<file path="src/rtl/iob_uart16550_wb_driver.sv">
// iob_uart16550_wb_driver
// Wishbone initiator that owns one iob_uart16550. After reset it programs the
// line control, divisor latch and interrupt enable registers, then polls LSR
// and moves bytes between the RBR/THR registers and valid/ready streams.
// One transaction at a time: cyc/stb rise together, drop the cycle after ack,
// and stay low for at least one cycle before the next request.
// Optional ack watchdog: define IOB_UART16550_WB_DRIVER_TIMEOUT_EN.
module iob_uart16550_wb_driver #(
    parameter logic [15:0] DIV            = 16'd2,
    parameter logic [7:0]  LCR_VAL        = 8'h1B,
    parameter logic [7:0]  IER_VAL        = 8'h00,
    parameter int          TIMEOUT_CYCLES = 255
) (
    input  logic        clk_i,
    input  logic        arst_n_i,
    input  logic        cke_i,
    output logic [4:0]  wb_adr_o,
    output logic [31:0] wb_dat_o,
    output logic [3:0]  wb_sel_o,
    output logic        wb_we_o,
    output logic        wb_cyc_o,
    output logic        wb_stb_o,
    input  logic        wb_ack_i,
    input  logic [31:0] wb_dat_i,
    input  logic [7:0]  tx_data_i,
    input  logic        tx_valid_i,
    output logic        tx_ready_o,
    output logic [7:0]  rx_data_o,
    output logic        rx_valid_o,
    input  logic        rx_ready_i,
    output logic        init_done_o,
    output logic [7:0]  lsr_o,
    output logic        err_o
);

    localparam logic [2:0] CFG_LCR_DLAB = 3'd0;
    localparam logic [2:0] CFG_DL1      = 3'd1;
    localparam logic [2:0] CFG_DL2      = 3'd2;
    localparam logic [2:0] CFG_LCR      = 3'd3;
    localparam logic [2:0] CFG_IER      = 3'd4;
    localparam logic [2:0] RD_LSR       = 3'd5;
    localparam logic [2:0] RD_RBR       = 3'd6;
    localparam logic [2:0] WR_THR       = 3'd7;

    // Pick the byte that sits in lane 'lane' of a 32-bit bus word.
    function automatic logic [7:0] lane_byte(input logic [31:0] word, input logic [1:0] lane);
        logic [7:0] b;
        case (lane)
            2'd0:    b = word[7:0];
            2'd1:    b = word[15:8];
            2'd2:    b = word[23:16];
            2'd3:    b = word[31:24];
            default: b = word[7:0];
        endcase
        return b;
    endfunction

    // Place a byte into lane 'lane' of a 32-bit bus word, other lanes zero.
    function automatic logic [31:0] lane_place(input logic [7:0] b, input logic [1:0] lane);
        logic [31:0] w;
        case (lane)
            2'd0:    w = {24'h000000, b};
            2'd1:    w = {16'h0000, b, 8'h00};
            2'd2:    w = {8'h00, b, 16'h0000};
            2'd3:    w = {b, 24'h000000};
            default: w = {24'h000000, b};
        endcase
        return w;
    endfunction

    logic [2:0]  state_r;
    logic        cyc_r;
    logic [4:0]  adr_r;
    logic [31:0] dat_r;
    logic [3:0]  sel_r;
    logic        we_r;
    logic        tx_ready_r;
    logic [7:0]  rx_data_r;
    logic        rx_valid_r;
    logic        init_done_r;
    logic [7:0]  lsr_r;

    logic [4:0]  req_adr_s;
    logic [7:0]  req_byte_s;
    logic        req_we_s;
    logic [2:0]  next_state_s;
    logic [7:0]  rd_byte_s;
    logic        ack_s;
    logic        timeout_s;
    logic        done_s;

    assign ack_s     = cyc_r & wb_ack_i;
    assign done_s    = ack_s | timeout_s;
    assign rd_byte_s = lane_byte(wb_dat_i, adr_r[1:0]);

    // Register access requested by the current state.
    always_comb begin
        req_adr_s  = 5'd5;
        req_byte_s = 8'h00;
        req_we_s   = 1'b0;
        case (state_r)
            CFG_LCR_DLAB: begin req_adr_s = 5'd3; req_byte_s = LCR_VAL | 8'h80; req_we_s = 1'b1; end
            CFG_DL1:      begin req_adr_s = 5'd0; req_byte_s = DIV[7:0];        req_we_s = 1'b1; end
            CFG_DL2:      begin req_adr_s = 5'd1; req_byte_s = DIV[15:8];       req_we_s = 1'b1; end
            CFG_LCR:      begin req_adr_s = 5'd3; req_byte_s = LCR_VAL & 8'h7F; req_we_s = 1'b1; end
            CFG_IER:      begin req_adr_s = 5'd1; req_byte_s = IER_VAL;         req_we_s = 1'b1; end
            RD_LSR:       begin req_adr_s = 5'd5; req_byte_s = 8'h00;           req_we_s = 1'b0; end
            RD_RBR:       begin req_adr_s = 5'd0; req_byte_s = 8'h00;           req_we_s = 1'b0; end
            WR_THR:       begin req_adr_s = 5'd0; req_byte_s = tx_data_i;       req_we_s = 1'b1; end
            default:      begin req_adr_s = 5'd5; req_byte_s = 8'h00;           req_we_s = 1'b0; end
        endcase
    end

    // State after the current transaction completes; RX wins over TX so the
    // receive FIFO is drained before it can overrun.
    always_comb begin
        next_state_s = state_r;
        case (state_r)
            CFG_LCR_DLAB: next_state_s = CFG_DL1;
            CFG_DL1:      next_state_s = CFG_DL2;
            CFG_DL2:      next_state_s = CFG_LCR;
            CFG_LCR:      next_state_s = CFG_IER;
            CFG_IER:      next_state_s = RD_LSR;
            RD_LSR: begin
                if (ack_s && rd_byte_s[0] && !rx_valid_r) begin
                    next_state_s = RD_RBR;
                end else if (ack_s && rd_byte_s[5] && tx_valid_i) begin
                    next_state_s = WR_THR;
                end else begin
                    next_state_s = RD_LSR;
                end
            end
            RD_RBR:       next_state_s = RD_LSR;
            WR_THR:       next_state_s = RD_LSR;
            default:      next_state_s = CFG_LCR_DLAB;
        endcase
    end

    // Bus sequencing, FSM advance and stream handshakes.
    always_ff @(posedge clk_i or negedge arst_n_i) begin
        if (!arst_n_i) begin
            state_r     <= CFG_LCR_DLAB;
            cyc_r       <= 1'b0;
            adr_r       <= 5'd0;
            dat_r       <= 32'h0000_0000;
            sel_r       <= 4'b0000;
            we_r        <= 1'b0;
            tx_ready_r  <= 1'b0;
            rx_data_r   <= 8'h00;
            rx_valid_r  <= 1'b0;
            init_done_r <= 1'b0;
            lsr_r       <= 8'h00;
        end else if (cke_i) begin
            tx_ready_r <= 1'b0;
            if (rx_valid_r && rx_ready_i) begin
                rx_valid_r <= 1'b0;
            end
            if (!cyc_r) begin
                cyc_r <= 1'b1;
                adr_r <= req_adr_s;
                dat_r <= lane_place(req_byte_s, req_adr_s[1:0]);
                sel_r <= 4'b0001 << req_adr_s[1:0];
                we_r  <= req_we_s;
            end else if (done_s) begin
                cyc_r   <= 1'b0;
                state_r <= next_state_s;
                if (state_r == CFG_IER) begin
                    init_done_r <= 1'b1;
                end
                if (ack_s) begin
                    case (state_r)
                        RD_LSR:  lsr_r <= rd_byte_s;
                        RD_RBR:  begin rx_data_r <= rd_byte_s; rx_valid_r <= 1'b1; end
                        WR_THR:  tx_ready_r <= 1'b1;
                        default: ;
                    endcase
                end
            end
        end
    end

`ifdef IOB_UART16550_WB_DRIVER_TIMEOUT_EN
    localparam logic [15:0] TO_LAST = 16'(TIMEOUT_CYCLES - 1);
    logic [15:0] to_cnt_r;
    logic        err_r;

    assign timeout_s = cyc_r & ~wb_ack_i & (to_cnt_r == TO_LAST);
    assign err_o     = err_r;

    // Count cycles spent waiting for ack in the current transaction.
    always_ff @(posedge clk_i or negedge arst_n_i) begin
        if (!arst_n_i) begin
            to_cnt_r <= 16'd0;
        end else if (cke_i) begin
            if (cyc_r && !wb_ack_i && !timeout_s) begin
                to_cnt_r <= to_cnt_r + 16'd1;
            end else begin
                to_cnt_r <= 16'd0;
            end
        end
    end

    // Sticky error raised by any abandoned transaction.
    always_ff @(posedge clk_i or negedge arst_n_i) begin
        if (!arst_n_i) begin
            err_r <= 1'b0;
        end else if (cke_i && timeout_s) begin
            err_r <= 1'b1;
        end
    end
`else
    localparam int unused_timeout_cycles = TIMEOUT_CYCLES;
    assign timeout_s = 1'b0;
    assign err_o     = 1'b0;
`endif

    assign wb_adr_o    = adr_r;
    assign wb_dat_o    = dat_r;
    assign wb_sel_o    = sel_r;
    assign wb_we_o     = we_r;
    assign wb_cyc_o    = cyc_r;
    assign wb_stb_o    = cyc_r;
    assign tx_ready_o  = tx_ready_r;
    assign rx_data_o   = rx_data_r;
    assign rx_valid_o  = rx_valid_r;
    assign init_done_o = init_done_r;
    assign lsr_o       = lsr_r;

endmodule

</file>
<file path="config.mk">
export PLATFORM = sky130hd
export DESIGN_NAME = iob_uart16550_wb_driver
export DESIGN_NICKNAME = d
export VERILOG_FILES = /design/src/rtl/iob_uart16550_wb_driver.sv
export SDC_FILE = /design/constraint.sdc
export NUM_CORES = 1
export LEC_CHECK = 0
export ABC_AREA = 1
export CORE_ASPECT_RATIO = 0.8
export CORE_MARGIN = 4
export CORE_UTILIZATION = 46
export DETAILED_ROUTE_END_ITERATION = 10
export PLACE_DENSITY_LB_ADDON = 0.1
export SETUP_SLACK_MARGIN = 0.1
export SKIP_LAST_GASP = 1
export SLEW_MARGIN = 20
export SYNTH_ARGS = -nofsm -noshare
export SYNTH_HDL_FRONTEND = slang
export SYNTH_SLANG_ARGS = --single-unit
export TNS_END_PERCENT = 1
</file>
<file path="constraint.sdc">
create_clock -name clk_i -period 2.9 [get_ports clk_i]
set_input_delay 0.29 -clock clk_i [delete_from_list [all_inputs] [get_ports clk_i]]
set_output_delay 0.29 -clock clk_i [all_outputs]
set_load 0.02 [all_outputs]
</file>
==> out/results.txt <==
Post-route DRC - 0
Layout Skew - 0.01017 ns
detailed router's first-iteration violation count - 113
Slew HR - 48.14%
cell row count - 24
initial antenna violation count - 0
cells after synthesis - 306
layout cells sized above 1 - 9.242%
port bufs - 106
worst hold path type - input port to asynchronous set/reset pin
Sink Count - 63
placed cell area - 0.003772 mm2
metal3 WL - 521 um
commonest non-fill, non-tap cell in the layout - clkdlybuf4s50_1
Pwr Density - 717.7 mW/mm2
post-synth cell types - 25
CTS tree - done
Placer Congestion - 0.8111
remaining antenna violation count - 0
post-CTS setup buffer count - 0
Detailed Route WL - 6651 um
met1 WL - 2989 um
vias in the first global route - 2,383
CTS Root Cell - clkbuf_8
Vias per Instance - 4.634
Resized cells post-CTS - 0
Worst Max-Slew Pin Slew - 0.7779 ns
Slew Viols, Final - 0
Hold Fails Final Rpt - 0
Die Wd - 93.02 um
post-synthesis sequential area ratio - 59.27%
core area - 0.005525 mm2
Critical Path Sink Type - output pin
Largest delay share family, worst path - buffers and inverters
First-pass DRT Iterations - 4
global-route wire length before repair - 11,480 um
commonest non-fill, non-tap cells in the layout - clkdlybuf4s50_1 (105), nand2_1 (99), dfrtp_1 (63), nor2_1 (38), inv_1 (31)
Crit Path Class - flip-flop to output pin
clock buffer count from CTS - 9
Area Overhead vs Synth - 48.73%
fin area - 0.003956 mm2
Initial Util - 48.14%
crit share post-route - 62.73%
syn_area_per_cell - 8.693 um2
crit start category - flip-flop
fill count - 460
max cap viols - 0
vias - 2,317
CP max-delay cell - clkdlybuf4s50_1
GRT Total Usage - 20.58%
post-layout min period - 1.819 ns
area of the mapped netlist - 0.002660 mm2
I/O pin total - 110
die height - 76.02 um
CP peak stage delay - 0.70 ns
CTS H-Tree Depth - 3
highest metal used - met4
Synth Register Bits - 63
Clock Path Buffers - 2
Worst-Skew Late Latency - 0.34 ns
Max VDD drop - 0.0004135 V
Fin Setup TNS - 0 ns
Post-DP HPWL - 4979 um
DR WL/cell - 13.30 um
Req. time, crit path - 2.61 ns
die area - 0.007071 mm2
outcome - completed
worst path cell trace - clkdlybuf4s50_1
setup violators final - 0
max frequency - 549.7 MHz
CTS clock-pin slew for the worst setup and hold paths - 0.07 ns
CP bufs+invs - 1
cts hold-fix bufs - 0
warnings from Yosys - 0
RSZ-0062 raised after global routing - false
largest net degree at the start of global routing - 64
Final #Nets - 463
CP max FO - 5
Congestion Overflow GR - 0
metal2 WL - 3048 um
Inserted Diodes - 0
Pleak - 1.815 nW
Worst EP arrival - 1.53 ns
## per-stage QoR
stage	setup slack [ns]	cells	util, %	power, mW	hold slack (ns)
3_5_place_dp	0.8274	484	68.27	2.174	0.4648
5_1_grt	0.9889	500	71.60	3.014	0.1660
3_3_place_gp	0.8716	484	68.27	2.149	0.4622
2_1_floorplan	1.519	308	-	1.669	-0.005591
4_1_cts	1.064	500	71.60	2.872	0.1400
6_report	1.081	500	71.60	2.839	0.1041
## logic make-up after synthesis
logic type / Yosys count / share of synthesized area [%]
DFF: 63 / 59.27
buffers and inverters: 48 / 7.761
other: 1 / 0.1410
and+or+nand+nor: 162 / 25.92
AOI/OAI and AO/OA: 32 / 6.915
## flip-flops by register name, summed over array words and instances (netlist names)
| name | count |
|---|---|
| state_r | 3 |
| wb_sel_o | 4 |
| init_done_o | 1 |
| wb_dat_o | 32 |
| wb_adr_o | 3 |
| wb_we_o | 1 |
| wb_cyc_o | 1 |
| lsr_o | 8 |
| rx_valid_o | 1 |
| rx_data_o | 8 |
| tx_ready_o | 1 |
## cell usage after synthesis
library cell | instances | area share [%]
o21ai_0 | 12 | 2.3
nor3_1 | 1 | 0.19
nor2_4 | 6 | 2.5
inv_2 | 7 | 0.99
o31ai_1 | 2 | 0.56
buf_6 | 1 | 0.42
conb_1 | 1 | 0.14
clkbuf_1 | 2 | 0.28
o21ai_2 | 3 | 0.99
a21oi_1 | 5 | 0.94
buf_4 | 4 | 1.1
nor2_1 | 38 | 5.4
nand2_2 | 3 | 0.71
nand2_1 | 99 | 14
dfrtp_1 | 63 | 59
or2_1 | 2 | 0.47
nand4_1 | 4 | 0.94
o21ai_1 | 7 | 1.3
buf_2 | 3 | 0.56
nor2_2 | 1 | 0.24
inv_1 | 31 | 4.4
o21a_1 | 1 | 0.28
nand3_1 | 8 | 1.5
o21bai_1 | 1 | 0.28
a22oi_1 | 1 | 0.28
## final cells by class
class                           count  area [um2]  share of cell area (%)
Sequential cell                    63        1577                   39.85
Timing Repair Buffer              108        1071                   27.07
Multi-Input combinational cell    197       884.6                   22.36
Clock buffer                       11       151.4                   3.827
Inverter                           38       142.6                   3.605
Tap cell                           78       97.59                   2.467
Clock inverter                      5       32.53                  0.8223
## worst paths after layout
check / start / endpoint / slack, ns / cells after the start
worst max-delay path: wb_adr_o[0] / wb_adr_o[0] / 1.08 / 1
worst min-delay path: arst_n_i / wb_dat_o[21] / 0.10 / 2
worst max register to register: wb_cyc_o / wb_dat_o[31] / 1.25 / 3
worst min register to register: lsr_o[7] / lsr_o[7] / 0.48 / 2
max in group asynchronous: arst_n_i / wb_sel_o[0] / 2.27 / 2
min in group clk_i: lsr_o[7] / lsr_o[7] / 0.48 / 2
## report_power, final
part / switching, mW / internal, mW
Clock: 0.337 / 0.353
Combinational: 0.544 / 0.447
Sequential: 0.119 / 1.04
## metal layers
layer | vias to the layer above | GRT usage, %
met2 | 80 | 31.99
met5 | - | 0
met4 | 0 | 6.296
li1 | 1159 | -
met1 | 1068 | 27.03
met3 | 10 | 7.502
Note: power is estimated with default switching activity, not from simulation.
